## src/rtl/sprite_pkg.sv

```systemverilog
// Shared types and constants for the sprite position path.
// Optional build macro: SPRITE_WRAP_EN (wrap at screen edges instead of clamping).
package sprite_pkg;

  // Screen and sprite geometry shared with the display path
  localparam int SCREEN_W = 640;
  localparam int SCREEN_H = 480;
  localparam int SPRITE_W = 16;
  localparam int SPRITE_H = 11;

  // Button indices into the packed button vector
  localparam int BTN_UP     = 0;
  localparam int BTN_DOWN   = 1;
  localparam int BTN_LEFT   = 2;
  localparam int BTN_RIGHT  = 3;
  localparam int BTN_CENTER = 4;
  localparam int BTN_COUNT  = 5;

  typedef logic [11:0] pos_t;

  typedef enum logic [1:0] {
    ST_IDLE   = 2'd0,
    ST_CALC   = 2'd1,
    ST_COMMIT = 2'd2
  } state_e;

  // Next coordinate on one axis: opposing buttons cancel, then the result is
  // clamped (default) or wrapped (SPRITE_WRAP_EN) into [0, max].
  function automatic pos_t axis_next(input pos_t cur, input logic dec, input logic inc,
                                     input pos_t step, input pos_t max);
    logic signed [12:0] sum;
    logic signed [12:0] lim;
    sum = $signed({1'b0, cur});
    lim = $signed({1'b0, max});
    if (dec && !inc) begin
      sum = sum - $signed({1'b0, step});
    end else if (inc && !dec) begin
      sum = sum + $signed({1'b0, step});
    end
`ifdef SPRITE_WRAP_EN
    if (sum < 13'sd0) begin
      sum = sum + lim + 13'sd1;
    end else if (sum > lim) begin
      sum = sum - lim - 13'sd1;
    end
`else
    if (sum < 13'sd0) begin
      sum = 13'sd0;
    end else if (sum > lim) begin
      sum = lim;
    end
`endif
    return pos_t'(sum[11:0]);
  endfunction

endpackage

```

## src/rtl/btn_debounce.sv

```systemverilog
// Two-flop synchronizer followed by a stability counter for one push-button.
// The accepted level only flips after DEBOUNCE_CYCLES consecutive samples
// that disagree with it; any agreeing sample restarts the count.
module btn_debounce #(
  parameter int DEBOUNCE_CYCLES = 250000
) (
  input  logic clk_i,
  input  logic rst_ni,
  input  logic btn_i,
  output logic level_o
);

  localparam int CW = (DEBOUNCE_CYCLES > 1) ? $clog2(DEBOUNCE_CYCLES) : 1;
  localparam logic [CW-1:0] CNT_LAST = CW'(DEBOUNCE_CYCLES - 1);

  logic          sync1_q;
  logic          sync2_q;
  logic          level_q;
  logic          level_d;
  logic [CW-1:0] cnt_q;
  logic [CW-1:0] cnt_d;

  // Count consecutive disagreeing samples; accept the new level on the last one
  always_comb begin
    level_d = level_q;
    cnt_d   = '0;
    if (sync2_q != level_q) begin
      if (cnt_q == CNT_LAST) begin
        level_d = sync2_q;
      end else begin
        cnt_d = cnt_q + 1'b1;
      end
    end
  end

  // Synchronizer chain plus debounce state
  always_ff @(posedge clk_i or negedge rst_ni) begin
    if (!rst_ni) begin
      sync1_q <= 1'b0;
      sync2_q <= 1'b0;
      level_q <= 1'b0;
      cnt_q   <= '0;
    end else begin
      sync1_q <= btn_i;
      sync2_q <= sync1_q;
      level_q <= level_d;
      cnt_q   <= cnt_d;
    end
  end

  assign level_o = level_q;

endmodule

```

## src/rtl/sprite_pos_ctrl.sv

```systemverilog
// Moves the sprite by STEP pixels per frame from five debounced buttons.
// Position is recomputed once per vertical-sync falling edge and committed
// two clocks later, so the change always lands inside vertical blank.
// Optional build macro: SPRITE_WRAP_EN (wrap at screen edges instead of clamping).
module sprite_pos_ctrl
  import sprite_pkg::*;
#(
  parameter int STEP            = 2,
  parameter int DEBOUNCE_CYCLES = 250000,
  parameter int ROW_MAX         = 469,
  parameter int COL_MAX         = 624,
  parameter int INIT_ROW        = 460,
  parameter int INIT_COL        = 312
) (
  input  logic        vga_clk_i,
  input  logic        vga_rst_n_i,
  input  logic        btn_up_i,
  input  logic        btn_down_i,
  input  logic        btn_left_i,
  input  logic        btn_right_i,
  input  logic        btn_center_i,
  input  logic        vert_sync_i,
  output logic [11:0] btn_row,
  output logic [11:0] btn_col,
  output logic        pos_upd_o
);

  localparam pos_t STEP_P     = pos_t'(STEP);
  localparam pos_t ROW_MAX_P  = pos_t'(ROW_MAX);
  localparam pos_t COL_MAX_P  = pos_t'(COL_MAX);
  localparam pos_t INIT_ROW_P = pos_t'(INIT_ROW);
  localparam pos_t INIT_COL_P = pos_t'(INIT_COL);

  logic [BTN_COUNT-1:0] btn_raw;
  logic [BTN_COUNT-1:0] btn_lvl;

  assign btn_raw[BTN_UP]     = btn_up_i;
  assign btn_raw[BTN_DOWN]   = btn_down_i;
  assign btn_raw[BTN_LEFT]   = btn_left_i;
  assign btn_raw[BTN_RIGHT]  = btn_right_i;
  assign btn_raw[BTN_CENTER] = btn_center_i;

  for (genvar gi = 0; gi < BTN_COUNT; gi++) begin : g_btn
    btn_debounce #(
      .DEBOUNCE_CYCLES(DEBOUNCE_CYCLES)
    ) u_deb (
      .clk_i  (vga_clk_i),
      .rst_ni (vga_rst_n_i),
      .btn_i  (btn_raw[gi]),
      .level_o(btn_lvl[gi])
    );
  end

  state_e state_q;
  logic   vs_q;
  logic   frame_tick;
  pos_t   row_q;
  pos_t   col_q;
  pos_t   next_row_q;
  pos_t   next_col_q;
  pos_t   row_d;
  pos_t   col_d;
  logic   upd_q;

  // Falling edge of vertical sync against its registered copy
  assign frame_tick = vs_q & ~vert_sync_i;

  // Candidate position from the current debounced buttons; center overrides all
  always_comb begin
    row_d = axis_next(row_q, btn_lvl[BTN_UP], btn_lvl[BTN_DOWN], STEP_P, ROW_MAX_P);
    col_d = axis_next(col_q, btn_lvl[BTN_LEFT], btn_lvl[BTN_RIGHT], STEP_P, COL_MAX_P);
    if (btn_lvl[BTN_CENTER]) begin
      row_d = INIT_ROW_P;
      col_d = INIT_COL_P;
    end
  end

  // Frame FSM: sample buttons in CALC, publish the position in COMMIT
  always_ff @(posedge vga_clk_i or negedge vga_rst_n_i) begin
    if (!vga_rst_n_i) begin
      state_q    <= ST_IDLE;
      vs_q       <= 1'b0;
      row_q      <= INIT_ROW_P;
      col_q      <= INIT_COL_P;
      next_row_q <= INIT_ROW_P;
      next_col_q <= INIT_COL_P;
      upd_q      <= 1'b0;
    end else begin
      vs_q  <= vert_sync_i;
      upd_q <= 1'b0;
      case (state_q)
        ST_IDLE: begin
          if (frame_tick) begin
            state_q <= ST_CALC;
          end
        end
        ST_CALC: begin
          next_row_q <= row_d;
          next_col_q <= col_d;
          state_q    <= ST_COMMIT;
        end
        ST_COMMIT: begin
          row_q   <= next_row_q;
          col_q   <= next_col_q;
          upd_q   <= (next_row_q != row_q) || (next_col_q != col_q);
          state_q <= ST_IDLE;
        end
        default: begin
          state_q <= ST_IDLE;
        end
      endcase
    end
  end

  assign btn_row   = row_q;
  assign btn_col   = col_q;
  assign pos_upd_o = upd_q;

endmodule

```

## config.mk

```make
export PLATFORM = sky130hd
export DESIGN_NAME = sprite_pos_ctrl
export DESIGN_NICKNAME = d
export VERILOG_FILES = /design/src/rtl/sprite_pkg.sv /design/src/rtl/btn_debounce.sv /design/src/rtl/sprite_pos_ctrl.sv
export SDC_FILE = /design/constraint.sdc
export NUM_CORES = 1
export LEC_CHECK = 0
export BUFFER_PORTS_ARGS = -buffer_cell sky130_fd_sc_hd__buf_2
export CAP_MARGIN = 30
export CORE_AREA = 2 2 119 121
export CTS_BUF_LIST = sky130_fd_sc_hd__clkbuf_4
export CTS_CLUSTER_SIZE = 24
export DETAILED_ROUTE_END_ITERATION = 12
export DIE_AREA = 0 0 121 123
export PLACE_DENSITY = 0.9
export REMOVE_ABC_BUFFERS = 1
export SLEW_MARGIN = 20
export SYNTH_ARGS = -nofsm -noshare
export SYNTH_HDL_FRONTEND = slang
export SYNTH_HIERARCHICAL = 1
export SYNTH_SLANG_ARGS = --single-unit
```

## constraint.sdc

```tcl
create_clock -name vga_clk_i -period 3.2 [get_ports vga_clk_i]
set_clock_uncertainty 0.15 [all_clocks]
set_input_delay 0.16 -clock vga_clk_i [delete_from_list [all_inputs] [get_ports vga_clk_i]]
set_output_delay 0.16 -clock vga_clk_i [all_outputs]
set_load 0.02 [all_outputs]
```

Word-level counts from Yosys, hierarchy flattened
Index checks and enable logic that the tools add are counted.
{ "word_totals": {"reg_bits": 157, "in_bits": 8, "output_inout_bits": 25, "elab_cells": 95} }
{ "classes": {"addsub": 9, "order_cmp": 4, "n_eq_ne": 15, "muxes": 23, "n_bitwise": 2, "reduce_logical": 15} }
{ "op_table": {"columns": ["operator", "count"], "rows": [
  ["$mux 18", 10],
  ["$add 18x1->18 const B", 5],
  ["$eq 18x18->1 const B", 5],
  ["$mux 12", 6],
  ["$mux 13", 4],
  ["$add 12x2->13 const B", 2],
  ["$lt 13x1->1 const B", 2],
  ["$sub 12x2->13 const B", 2],
  ["$ne 12x12->1", 2],
  ["$gt 13x10->1 const B", 1],
  ["$gt 13x11->1 const B", 1],
  ["$reduce_and 2->1", 5],
  ["$ne 1x1->1", 5],
  ["$logic_and 1x1->1", 4],
  ["$logic_not 1->1", 4],
  ["$pmux 2 s2", 1],
  ["$eq 2x1->1 const B", 1],
  ["$eq 2x2->1 const B", 1],
  ["$logic_not 2->1", 1],
  ["$mux 2", 1],
  ["$ne 2x2->1 const B", 1],
  ["$and 1x1->1", 1],
  ["$logic_or 1x1->1", 1],
  ["$mux 1", 1],
  ["$not 1->1", 1]
]} }

Longest topological paths before layout
Gate-level depths: netlist (run 1).
{ "depth": {"depth_word": 8, "ltp_mapped": 9, "ltp_nobuf": 8} }

Hierarchy
Netlist (run 1), hierarchy kept.
{ "by_module_without_submodules": {"columns": ["mod", "n_inst", "cells_per_inst", "area_each_um2", "seq_area_each_um2"], "rows": [
  ["btn_debounce", 5, 99, 1029.7, 525.5],
  ["sprite_pos_ctrl", 1, 356, 3404.5, 1323.8]
]} }

Worst setup path before layout (run 1)
Ideal clock, no wire load.
{ "synth_timing": {"path_type": "flip-flop to flip-flop", "start": "register col_q[1] (netlist: btn_col[1])", "end": "register next_col_q[0]", "arrival_ps": 2421, "required_time_ps": 2928, "path_slack_ps": 508, "stages_incl_launch_ff": 9, "cell_sequence": "dfrtp_1 inv_1 ha_1 nand4bb_1 nor4_4 nor3_1 or2_1 or4b_4 a32o_1"} }
{ "synth_via": {"elab_chain_len": 7, "word_cells_on_any_way": 9, "cone_classes": "2 x add/sub; 2 x order compare; 5 x mux"} }
{ "synth_rtl": {"columns": ["item", "line_no", "text"], "rows": [
  ["start, declared", "sprite_pos_ctrl.sv:58", "pos_t col_q;"],
  ["start signal, assigned", "sprite_pos_ctrl.sv:104", "col_q <= next_col_q;"],
  ["$add 12x2->13", "sprite_pkg.sv:38", "sum = sum + $signed({1'b0, step});"],
  ["$mux 13", "sprite_pkg.sv:37", "end else if (inc && !dec) begin"],
  ["$mux 13 *", "sprite_pkg.sv:35", "if (dec && !inc) begin"],
  ["$gt 13x11->1", "sprite_pkg.sv:49", "end else if (sum > lim) begin"],
  ["$mux 12", "sprite_pkg.sv:49", null],
  ["$mux 12 *", "sprite_pkg.sv:47", "if (sum < 13'sd0) begin"],
  ["$mux 12 *", "sprite_pos_ctrl.sv:72", "if (btn_lvl[BTN_CENTER]) begin"],
  ["end signal, assigned", "sprite_pos_ctrl.sv:99", "next_col_q <= col_d;"],
  ["end, declared", "sprite_pos_ctrl.sv:60", "pos_t next_col_q;"]
]} }
Mark *: on every way between the ends. The rest lies on a longest branch, timed or not.
A chain may end at the register's enable or synchronous reset.

Worst setup path in the final report (run 1)
{ "layout_timing": {"start": "register col_q[1] (netlist: btn_col[1])", "end": "register next_col_q[2]"} }
The elaborated chain is that of the path after synthesis.

==> flow_summary_export.csv, run 1 <==
group,metric,value,unit
outcome,status,"finished, final reports clean",
yosys,ys.flop_type,"dfrtp_1",
yosys,synthCells,851,
sta,finalSetupViolCount,0,
routing,via_per_inst,6.13,
sta,hold_ws,0.0485,ns
routing,vias,6599,
setup_path,cp_max_fo,7,
clocking,cts_buffers,17,
yosys,synth_most_common_cell,"dfrtp_1",
floorplanning,core_area,13600,µm²
setup_path,crit_arrival,3.18,ns
setup_path,worst-r2r-setup-slack,0.32,ns
global_route,grt-ovfl-total,0,
cells_and_area,n_antenna_cell,0,
setup_path,path_depth,8,
routing,ant_nets,0,
power_and_ir_drop,power_leakage,0.00389,µW
clocking,cts_tree,"built",
cells_and_area,finalNetCount,900,
setup_path,slowest_stage,"or4b_4",
floorplanning,dieArea,14900,µm²
power_and_ir_drop,p_switching,1200,µW
power_and_ir_drop,power.internal,2870,µW
clocking,cts.path.max_buffers,2,
cells_and_area,fillers,1008,
setup_path,crit_start,"btn_col[1]$_DFFE_PN0P_",
power_and_ir_drop,irDropWorstVdd,260,µV
setup_path,path_class,"flip-flop to flip-flop",
yosys,synth_area_leaders,"dfrtp_1 41%, xnor2_1 6.9%, dfstp_2 5.5%",
power_and_ir_drop,p_seq_share,57.5,%
routing,dr.pass1.iters,5,
yosys,synth-seq-area-share,46.2,%
floorplanning,io_pins,33,
clocking,clk_pin_slew_worst_paths,0.12,ns
yosys,synth_area_per_cell,10.1,µm²
global_route,grt_pass1_vias,6009,
sta,slew_violations,0,
power_and_ir_drop,clock_power_share,27.8,%
routing,route.detailed.drc,0,
sta,report.final.hold_viol_count,0,
placed_design,dpl_cell_area,8840,µm²
cells_and_area,fin_cells,1076,
cells_and_area,areaGrowthSynthToFinish,7.33,%
floorplanning,die_h,123,µm
floorplanning,start_util,62.8,%
placed_design,dp_hpwl,12000,µm
setup_path,endpoint,"next_col_q[2]$_DFFE_PN0N_",
sta,min_period,2.88,ns
placed_design,io_buffers,32,
global_route,grt_antenna_before_repair,0,
setup_path,critPathTopFamily,"simple AND/OR/NAND/NOR gates",
routing,wl,17300,µm
yosys,synth_area,8550,µm²
routing,wl_per_cell,16.1,µm
setup_path,cp-start-kind,"flip-flop",
power_and_ir_drop,power_density,444,nW/µm²
yosys,yosysTopAreaCell,"dfrtp_1",
clocking,clk-insertion-delay-late,0.55,ns
yosys,synth_warnings,6,
setup_path,end_kind,"flip-flop",
global_route,grt_max_degree,82,
yosys,synth_top_cell_area_share,40.7,%
floorplanning,fp-row-count,43,
setup_path,r2r_cells,8,
clocking,root_buffer,"clkbuf_4",
yosys,synthTopCellsByCount,"139 x dfrtp_1, 116 x nor2_1, 67 x xnor2_1",
power_and_ir_drop,swShare,29.5,%
sta,fin_setup_tns,0,ns
setup_path,worst_ep_required_time,3.50,ns
placed_design,placed_cells,1037,
power_and_ir_drop,combPwrFrac,14.7,%
floorplanning,die_w,121,µm
clocking,clock_sinks,157,
setup_path,slowest_delay,0.58,ns
cells_and_area,drive_gt1_share,17.1,%
sta,fin_crit_sh,89.9,%
yosys,synth_edf_count,0,
flow_run,max-cap-violations,0,
sta,rsz0062_at_grt,"no",
clocking,post_cts_resized,0,
global_route,grt_pass1_wl,29100,µm
routing,drt_iter0_drc,544,
global_route,grt_usage,24.4,%
setup_path,reg2reg_to,"next_col_q[2]$_DFFE_PN0N_",
min_path,min_path_type,"input port to asynchronous set/reset pin",
setup_path,reg2reg_from,"btn_col[1]$_DFFE_PN0P_",
sta,slew_headroom,50.1,%
clocking,htree_levels,4,
yosys,ys_ff_latch,157,
sta,fmax,348,MHz
placed_design,place_congestion,0.909,
yosys,synthDistinctLibCells,71,
sta,worst_pin_slew,0.748,ns
setup_path,cp_num_buf_inv,1,
yosys,async_flop_share,100,%
cells_and_area,final_area,9180,µm²
setup_path,crit_chain,"inv_1 > ha_1 > nand4bb_1 > nor4_4 > nor3_1 > or2_1 > or4b_4 > a32o_1",
-- cell usage in the layout, fill, tap and decap left out, types with 10 or more instances in the layout --
cell / n
xor2_1: 47
and2_1: 11
inv_1: 18
nand3_1: 35
mux2_2: 24
nor4_1: 46
or3_1: 10
o21ai_0: 23
clkbuf_4: 19
dfrtp_1: 139
xnor2_1: 67
nor2_1: 116
nor3_1: 17
a21oi_1: 15
nand2_1: 53
nand4_1: 32
dfstp_2: 18
buf_2: 31
-- repair_timing --
| action | CTS | global route |
|---|---|---|
| hold buffers | 7 | 0 |
| hold endpoints to repair | 103 | 0 |
| endpoints found under the setup margin | 0 | 0 |
| buffers inserted | 0 | 0 |
-- power by group through the flow --
stage,Clock [µW],Sequential (µW),Combinational [µW]
after floorplan,0,2370,354
after global placement,0,2360,573
after detailed placement,0,2370,587
after CTS,1170,2340,600
after global routing,1250,2370,657
final,1130,2340,601
-- final cells by class --
cell class                 instances  area [µm²]  share of cell area, %
clock buffer                      19         143                   1.55
clock inverter                    13         124                   1.35
inverter                          18        67.6                  0.736
multi-input combinational        640        4350                   47.3
sequential                       157        3950                   43.0
tap                              180         225                   2.45
timing repair buffer              49         324                   3.53
-- how the worst min path moves through the flow --
| stage | start | end | slack [ns] | depth (start not counted) |
|---|---|---|---|---|
| after floorplan | vga_rst_n_i | btn_col[0]$_DFFE_PN0P_ | -0.29 | 0 |
| after global placement | vga_rst_n_i | g_btn[2].u_deb/cnt_q[0]$_DFF_PN0_ | 0.09 | 1 |
| after detailed placement | vga_rst_n_i | g_btn[2].u_deb/cnt_q[2]$_DFF_PN0_ | 0.1 | 1 |
| after CTS | btn_up_i | g_btn[0].u_deb/sync1_q$_DFF_PN0_ | 0.03 | 2 |
| after global routing | btn_up_i | g_btn[0].u_deb/sync1_q$_DFF_PN0_ | 0.04 | 2 |
| final | vga_rst_n_i | g_btn[3].u_deb/cnt_q[5]$_DFF_PN0_ | 0.05 | 2 |
-- per-stage QoR --
stage	total power, µW	util [%]	worst slack [ns]
after floorplan	2730	-	0.496
after global placement	2940	65.0	0.460
after detailed placement	2960	65.0	0.390
after CTS	4100	67.4	0.363
after global routing	4270	67.4	0.229
final	4080	67.4	0.323
-- layer usage --
metal	track usage, %	up-vias	routed length (µm)
met5	0	-	0
met4	8.43	0	235
met3	5.12	22	877
met2	38.2	194	8280
met1	34.0	3252	7920
li1	-	3131	-
-- kinds of logic after synthesis --
logic type | Yosys count | share of synthesized area [%]
DFF | 157 | 46.2
AOI/OAI and AO/OA | 94 | 8.75
xor gates and xnor gates | 114 | 11.7
muxes | 28 | 3.63
adders and majority gates | 9 | 1.32
buffers and inverters | 54 | 3.03
and+or+nand+nor | 395 | 25.4
-- state kept, by name (all words and copies together), names as in the netlist --
name,cells
g_btn.u_deb/cnt_q,90
btn_col,12
btn_row,12
next_col_q,12
next_row_q,12
g_btn.u_deb/level_o,5
g_btn.u_deb/sync1_q,5
g_btn.u_deb/sync2_q,5
state_q,2
pos_upd_o,1
vs_q,1
Note: power is estimated with default switching activity, not from simulation.
==> run 2: changes to the inputs <==
--- a/config.mk
+++ b/config.mk
@@ -5,13 +5,14 @@
 export SDC_FILE = /design/constraint.sdc
 export NUM_CORES = 1
 export LEC_CHECK = 0
+export ABC_AREA = 1
 export BUFFER_PORTS_ARGS = -buffer_cell sky130_fd_sc_hd__buf_2
 export CAP_MARGIN = 30
-export CORE_AREA = 2 2 119 121
+export CORE_AREA = 2 2 122 124
 export CTS_BUF_LIST = sky130_fd_sc_hd__clkbuf_4
 export CTS_CLUSTER_SIZE = 24
 export DETAILED_ROUTE_END_ITERATION = 12
-export DIE_AREA = 0 0 121 123
+export DIE_AREA = 0 0 124 126
 export PLACE_DENSITY = 0.9
 export REMOVE_ABC_BUFFERS = 1
 export SLEW_MARGIN = 20
==> flow_summary_export.csv, run 2 <==
group,metric,value,unit
yosys,synth_area_leaders,"dfrtp_1 38%, nand2_1 11%, nor2_1 8.5%",
cells_and_area,fillers,1146,
power_and_ir_drop,p_total,4260,µW
clocking,clk-insertion-delay-late,0.57,ns
floorplanning,core_area,14300,µm²
cells_and_area,top_register,"g_btn.u_deb/cnt_q",
routing,via_per_inst,5.28,
sta,finalSetupViolCount,0,
setup_path,slowest_delay,0.63,ns
sta,fin_setup_tns,0,ns
cells_and_area,multi_input_area,4400,µm²
flow_run,max-cap-violations,0,
routing,wl,18900,µm
yosys,synth_most_common_cell,"nand2_1",
power_and_ir_drop,irDropWorstVdd,309,µV
clocking,clk_pin_slew_worst_paths,0.14,ns
sta,worst_pin_slew,0.696,ns
routing,vias,7604,
global_route,grt_pass1_vias,7361,
cells_and_area,regArea,3950,µm²
cells_and_area,fin_cells,1439,
clocking,htree_levels,4,
placed_design,place_congestion,0.937,
global_route,grt_max_degree,78,
setup_path,cp_num_buf_inv,1,
routing,route.detailed.drc,0,
floorplanning,start_util,63.3,%
sta,slew_headroom,53.6,%
cells_and_area,finalNetCount,1260,
yosys,synth_area_per_cell,7.55,µm²
yosys,yosysTopAreaCell,"dfrtp_1",
clocking,post_cts_buffers,0,
placed_design,dpl_cell_area,9400,µm²
power_and_ir_drop,power_density,438,nW/µm²
cells_and_area,drive_gt1_share,15.8,%
placed_design,dp_hpwl,14000,µm
placed_design,placed_cells,1401,
clocking,cts.path.max_buffers,2,
cells_and_area,final_cell_mix,"265 x nand2_1, 206 x nor2_1, 143 x inv_1, 139 x dfrtp_1, 78 x nand3_1",
setup_path,end_kind,"flip-flop",
sta,fin_crit_sh,70.4,%
placed_design,io_buffers,32,
power_and_ir_drop,power_leakage,0.00460,µW
global_route,grt-ovfl-total,0,
yosys,synth-seq-area-share,43.6,%
setup_path,crit_arrival,2.63,ns
global_route,grt_pass1_wl,33000,µm
sta,min_period,2.25,ns
min_path,min_path_type,"input port to asynchronous set/reset pin",
sta,report.final.hold_viol_count,0,
yosys,ys.flop_type,"dfrtp_1",
setup_path,cp_max_fo,7,
yosys,synth_edf_count,0,
yosys,synth_area,9060,µm²
sta,hold_ws,0.0268,ns
yosys,async_flop_share,100,%
routing,dr.pass1.iters,5,
sta,fmax,444,MHz
cells_and_area,largest_register_ffs,90,
clocking,hold_buffers,7,
floorplanning,dieArea,15600,µm²
yosys,synth_warnings,6,
routing,ant_nets,0,
sta,rsz0062_at_grt,"no",
floorplanning,die_h,126,µm
sta,slew_violations,0,
yosys,ys_ff_latch,157,
global_route,grt_usage,26.3,%
cells_and_area,n_antenna_cell,0,
outcome,status,"finished, final reports clean",
setup_path,slowest_stage,"dfstp_2",
cells_and_area,final_common_cell,"nand2_1",
clocking,post_cts_resized,0,
global_route,grt_antenna_before_repair,0,
clocking,cts_buffers,17,
cells_and_area,final_area,9720,µm²
yosys,synthTopCellsByCount,"265 x nand2_1, 206 x nor2_1, 143 x inv_1",
setup_path,crit_top_cell,"nand2_1",
cells_and_area,areaGrowthSynthToFinish,7.27,%
floorplanning,die_w,124,µm
setup_path,worst_ep_required_time,3.58,ns
setup_path,crit_chain,"ha_1 > nand2_1 > nor2_1 > nand3b_1 > nand2_1 > nand2_1 > nand2_1 > nand3_1 > nor2_2 > nand2_2 > nand2_2 > nand3_1 > nand2_1 > inv_1",
routing,wl_per_cell,13.1,µm
yosys,synth_top_cell_area_share,38.4,%
clocking,cts_tree,"built",
routing,drt_iter0_drc,589,
yosys,synthDistinctLibCells,37,
setup_path,critPathTopFamily,"simple AND/OR/NAND/NOR gates",
clocking,root_buffer,"clkbuf_4",
floorplanning,io_pins,33,
floorplanning,fp-row-count,44,
yosys,synthCells,1200,
setup_path,path_class,"flip-flop to flip-flop",
setup_path,cp-start-kind,"flip-flop",
clocking,clock_sinks,157,
[run 2: changes by cell type in the layout (fill, tap and decap cells not counted), sizes merged, moves of 10 or more]
cell	delta
nand2	+246
inv	+145
nor2	+134
nor4	-45
nand3	+43
xnor2	-43
mux2	-24
o21ai	+22
a21oi	+21
nand4	-12
and2	-11
or3	-11
and3	-10
or4	-10
[run 2: per-layer routing]
| layer | vias to the layer above | global-route usage (%) | wire length (µm) |
|---|---|---|---|
| met5 | - | 0 | 0 |
| met4 | 0 | 8.79 | 375 |
| met3 | 31 | 6.11 | 843 |
| met2 | 150 | 43.5 | 9280 |
| met1 | 3584 | 34.2 | 8410 |
| li1 | 3839 | - | - |
[run 2: through the flow]
stage               setup WS, ns  utilization [%]
floorplan                  0.924                -
finish                     0.948             67.9
global route               0.687             67.9
detailed placement         0.978             65.7
global placement            1.06             65.7
CTS                        0.966             67.9
[run 2: cell type report]
| type | instances | share of cell area [%] |
|---|---|---|
| clock inverters | 12 | 1.03 |
| flip-flops and latches | 157 | 40.7 |
| repair buffers | 44 | 2.82 |
| inverters | 164 | 6.34 |
| well taps | 184 | 2.37 |
| clock buffers | 19 | 1.47 |
| multi-input cells | 859 | 45.3 |
[run 2: report_power, final]
part / switching [µW] / internal (µW) / total [µW]
clock network: 703 / 389 / 1090
logic: 509 / 302 / 811
registers: 182 / 2170 / 2350
total: 1390 / 2860 / 4260
[run 2: cell families (layout without fill, tap and decap cells)]
family,count (synthesis),after routing,share of synthesized area [%]
compound gates,99,99,6.12
xor+xnor,67,67,6.56
fa+ha+maj,9,9,1.24
buf+inv,184,239,7.78
flops,157,157,43.6
simple gates,684,684,34.7
[run 2: worst paths after layout]
check,startpoint,slack (ns),to,cells after the start
max,btn_row[2]$_DFFE_PN1P_,0.95,next_row_q[6]$_DFFE_PN1N_,14
min,vga_rst_n_i,0.03,g_btn[2].u_deb/sync2_q$_DFF_PN0_,2
max reg2reg,btn_row[2]$_DFFE_PN1P_,0.95,next_row_q[6]$_DFFE_PN1N_,14
min reg2reg,g_btn[2].u_deb/sync1_q$_DFF_PN0_,0.20,g_btn[2].u_deb/sync2_q$_DFF_PN0_,0
max in group asynchronous,vga_rst_n_i,1.91,next_col_q[3]$_DFFE_PN1N_,3
min in group vga_clk_i,btn_up_i,0.07,g_btn[0].u_deb/sync1_q$_DFF_PN0_,2
==> run 3: changes to the inputs <==
==> constraint.sdc (replaced) <==
create_clock -name vga_clk_i -period 2.3 [get_ports vga_clk_i]
set_clock_uncertainty 0.15 [all_clocks]
set_input_delay 0.115 -clock vga_clk_i [delete_from_list [all_inputs] [get_ports vga_clk_i]]
set_output_delay 0.115 -clock vga_clk_i [all_outputs]
set_load 0.02 [all_outputs]
==> flow_summary_export.csv, run 3 (synthesis results as in run 2) <==
group,metric,value,unit
outcome,status,"finished, final reports clean",
global_route,grt_antenna_before_repair,1,
setup_path,slowest_delay,0.49,ns
routing,wl_per_cell,13.5,µm
min_path,holdPathEnd,"vs_q$_DFF_PN0_",
cells_and_area,areaGrowthSynthToFinish,10.5,%
routing,route.detailed.drc,0,
sta,min_period,2.19,ns
global_route,grt_pass1_wl,32700,µm
clocking,clock_sinks,157,
placed_design,dp_hpwl,14000,µm
routing,via_per_inst,5.34,
clocking,root_buffer,"clkbuf_4",
cells_and_area,drive_gt1_share,18.6,%
placed_design,io_buffers,32,
clocking,cts_buffers,17,
sta,fin_crit_sh,95.4,%
global_route,grt_max_degree,53,
floorplanning,die_h,126,µm
floorplanning,start_util,63.3,%
sta,slew_headroom,61.5,%
power_and_ir_drop,power_density,594,nW/µm²
sta,worst_pin_slew,0.574,ns
clocking,clk-insertion-delay-late,0.59,ns
cells_and_area,finalNetCount,1281,
setup_path,crit_top_cell,"nand2_1",
floorplanning,io_pins,33,
placed_design,place_congestion,0.952,
min_path,whs_path_depth,2,
sta,fmax,456,MHz
cells_and_area,multi_input_area,4480,µm²
setup_path,worst_ep_required_time,2.69,ns
floorplanning,core_area,14300,µm²
routing,vias,7807,
global_route,grt_usage,26.1,%
routing,drt_iter0_drc,566,
clocking,clk_pin_slew_worst_paths,0.13,ns
setup_path,r2r_cells,15,
floorplanning,dieArea,15600,µm²
flow_run,max-cap-violations,0,
cells_and_area,fillers,1149,
cells_and_area,top_register,"g_btn.u_deb/cnt_q",
setup_path,crit_arrival,2.58,ns
clocking,htree_levels,4,
min_path,min_path_type,"input port to flip-flop",
cells_and_area,final_cell_mix,"261 x nand2_1, 199 x nor2_1, 142 x inv_1, 135 x dfrtp_1, 76 x nand3_1",
clocking,cts_tree,"built",
min_path,hold_start,"vert_sync_i",
setup_path,cp_max_fo,5,
routing,dr.pass1.iters,7,
setup_path,path_class,"flip-flop to flip-flop",
sta,slew_violations,0,
sta,finalSetupViolCount,0,
cells_and_area,regArea,3960,µm²
floorplanning,die_w,124,µm
setup_path,reg2reg_to,"next_row_q[6]$_DFFE_PN1N_",
setup_path,slowest_stage,"dfrtp_2",
setup_path,crit_chain,"inv_4 > ha_4 > nand2_1 > nor2_2 > nand3b_1 > nand2_2 > nand2_1 > nand2_1 > nand3_2 > nor2_2 > nand2_2 > nand2_2 > nand3_1 > nand2_1 > inv_1",
sta,fin_setup_tns,0,ns
power_and_ir_drop,p_total,5940,µW
cells_and_area,final_common_cell,"nand2_1",
setup_path,reg2reg_from,"btn_row[1]$_DFFE_PN0P_",
sta,hold_ws,0.0567,ns
global_route,grt_pass1_vias,7301,
routing,wl,19700,µm
floorplanning,fp-row-count,44,
setup_path,cp-start-kind,"flip-flop",
routing,ant_nets,0,
power_and_ir_drop,irDropWorstVdd,347,µV
setup_path,worst-r2r-setup-slack,0.11,ns
power_and_ir_drop,power_leakage,0.00471,µW
global_route,grt-ovfl-total,0,
sta,report.final.hold_viol_count,0,
clocking,cts.path.max_buffers,2,
setup_path,end_kind,"flip-flop",
cells_and_area,largest_register_ffs,90,
[run 3: cell count changes in the layout (fill, tap and decap cells not counted), sizes merged]
cell,before,now
buf,37,52
bufinv,1,0
clkbuf,19,17
clkinv,7,12
clkinvlp,4,3
diode,0,1
dlygate4sd3,7,13
[run 3: per-layer routing]
metal | wire [µm] | track usage, % | share of wire (%) | up-vias
li1 | - | - | - | 3879
met1 | 8500 | 33.4 | 43 | 3668
met2 | 9610 | 43.1 | 49 | 215
met3 | 1090 | 6.66 | 5.5 | 45
met4 | 474 | 8.86 | 2.4 | 0
met5 | 0 | 0 | 0 | -
[run 3: worst max-delay path by stage]
| stage | start | to | slack (ns) | depth (start not counted) |
|---|---|---|---|---|
| after global placement | btn_row[2]$_DFFE_PN1P_ | next_row_q[6]$_DFFE_PN1N_ | 0.18 | 14 |
| after detailed placement | btn_row[2]$_DFFE_PN1P_ | next_row_q[6]$_DFFE_PN1N_ | 0.10 | 14 |
| after global routing | btn_row[1]$_DFFE_PN0P_ | next_row_q[6]$_DFFE_PN1N_ | -0.05 | 15 |
| final | btn_row[1]$_DFFE_PN0P_ | next_row_q[6]$_DFFE_PN1N_ | 0.11 | 15 |
| after floorplan | state_q[1]$_DFFE_PN0P_ | next_row_q[5]$_DFFE_PN0N_ | 0.02 | 7 |
| after CTS | btn_row[2]$_DFFE_PN1P_ | next_row_q[7]$_DFFE_PN1N_ | 0.09 | 12 |
[run 3: layout make-up]
cell class / instances / share of cell area (%)
Inverter: 164 / 6.17
Clock buffer: 17 / 1.27
Multi-Input combinational cell: 859 / 44.8
Timing Repair Buffer: 65 / 4.91
Clock inverter: 15 / 1.02
Antenna cell: 1 / 0.0250
Sequential cell: 157 / 39.5
Tap cell: 184 / 2.30
[run 3: critical path: cells and delay by family, from the launching register on]
family                     cells  cell delay, ns
and+or+nand+nor               12            1.26
DFF                            1            0.49
buffers and inverters          2            0.14
adders and majority gates      1            0.13
[run 3: where the power goes]
group          internal, µW  total (µW)  switching (µW)  leakage [µW]
Sequential             3020        3270             249       0.00208
Clock                   417        1440            1020      0.000122
Combinational           480        1240             756       0.00251
[run 3: per-stage QoR]
step	instance area [µm²]	cells	util, %	setup slack (ns)
CTS	9840	1452	68.7	0.0873
floorplan	8970	1180	-	0.0236
global placement	9460	1407	66.1	0.185
detailed placement	9460	1407	66.1	0.100
finish	10000	1462	70.0	0.106
global route	10000	1462	70.0	-0.0472
[run 3: what timing repair did]
action | 4_1_cts | 5_1_grt
endpoints found under the hold margin | 151 | 1
hold buffers | 13 | 1
buffers inserted | 0 | 8
endpoints found under the setup margin | 0 | 18
resized for setup | 0 | 28
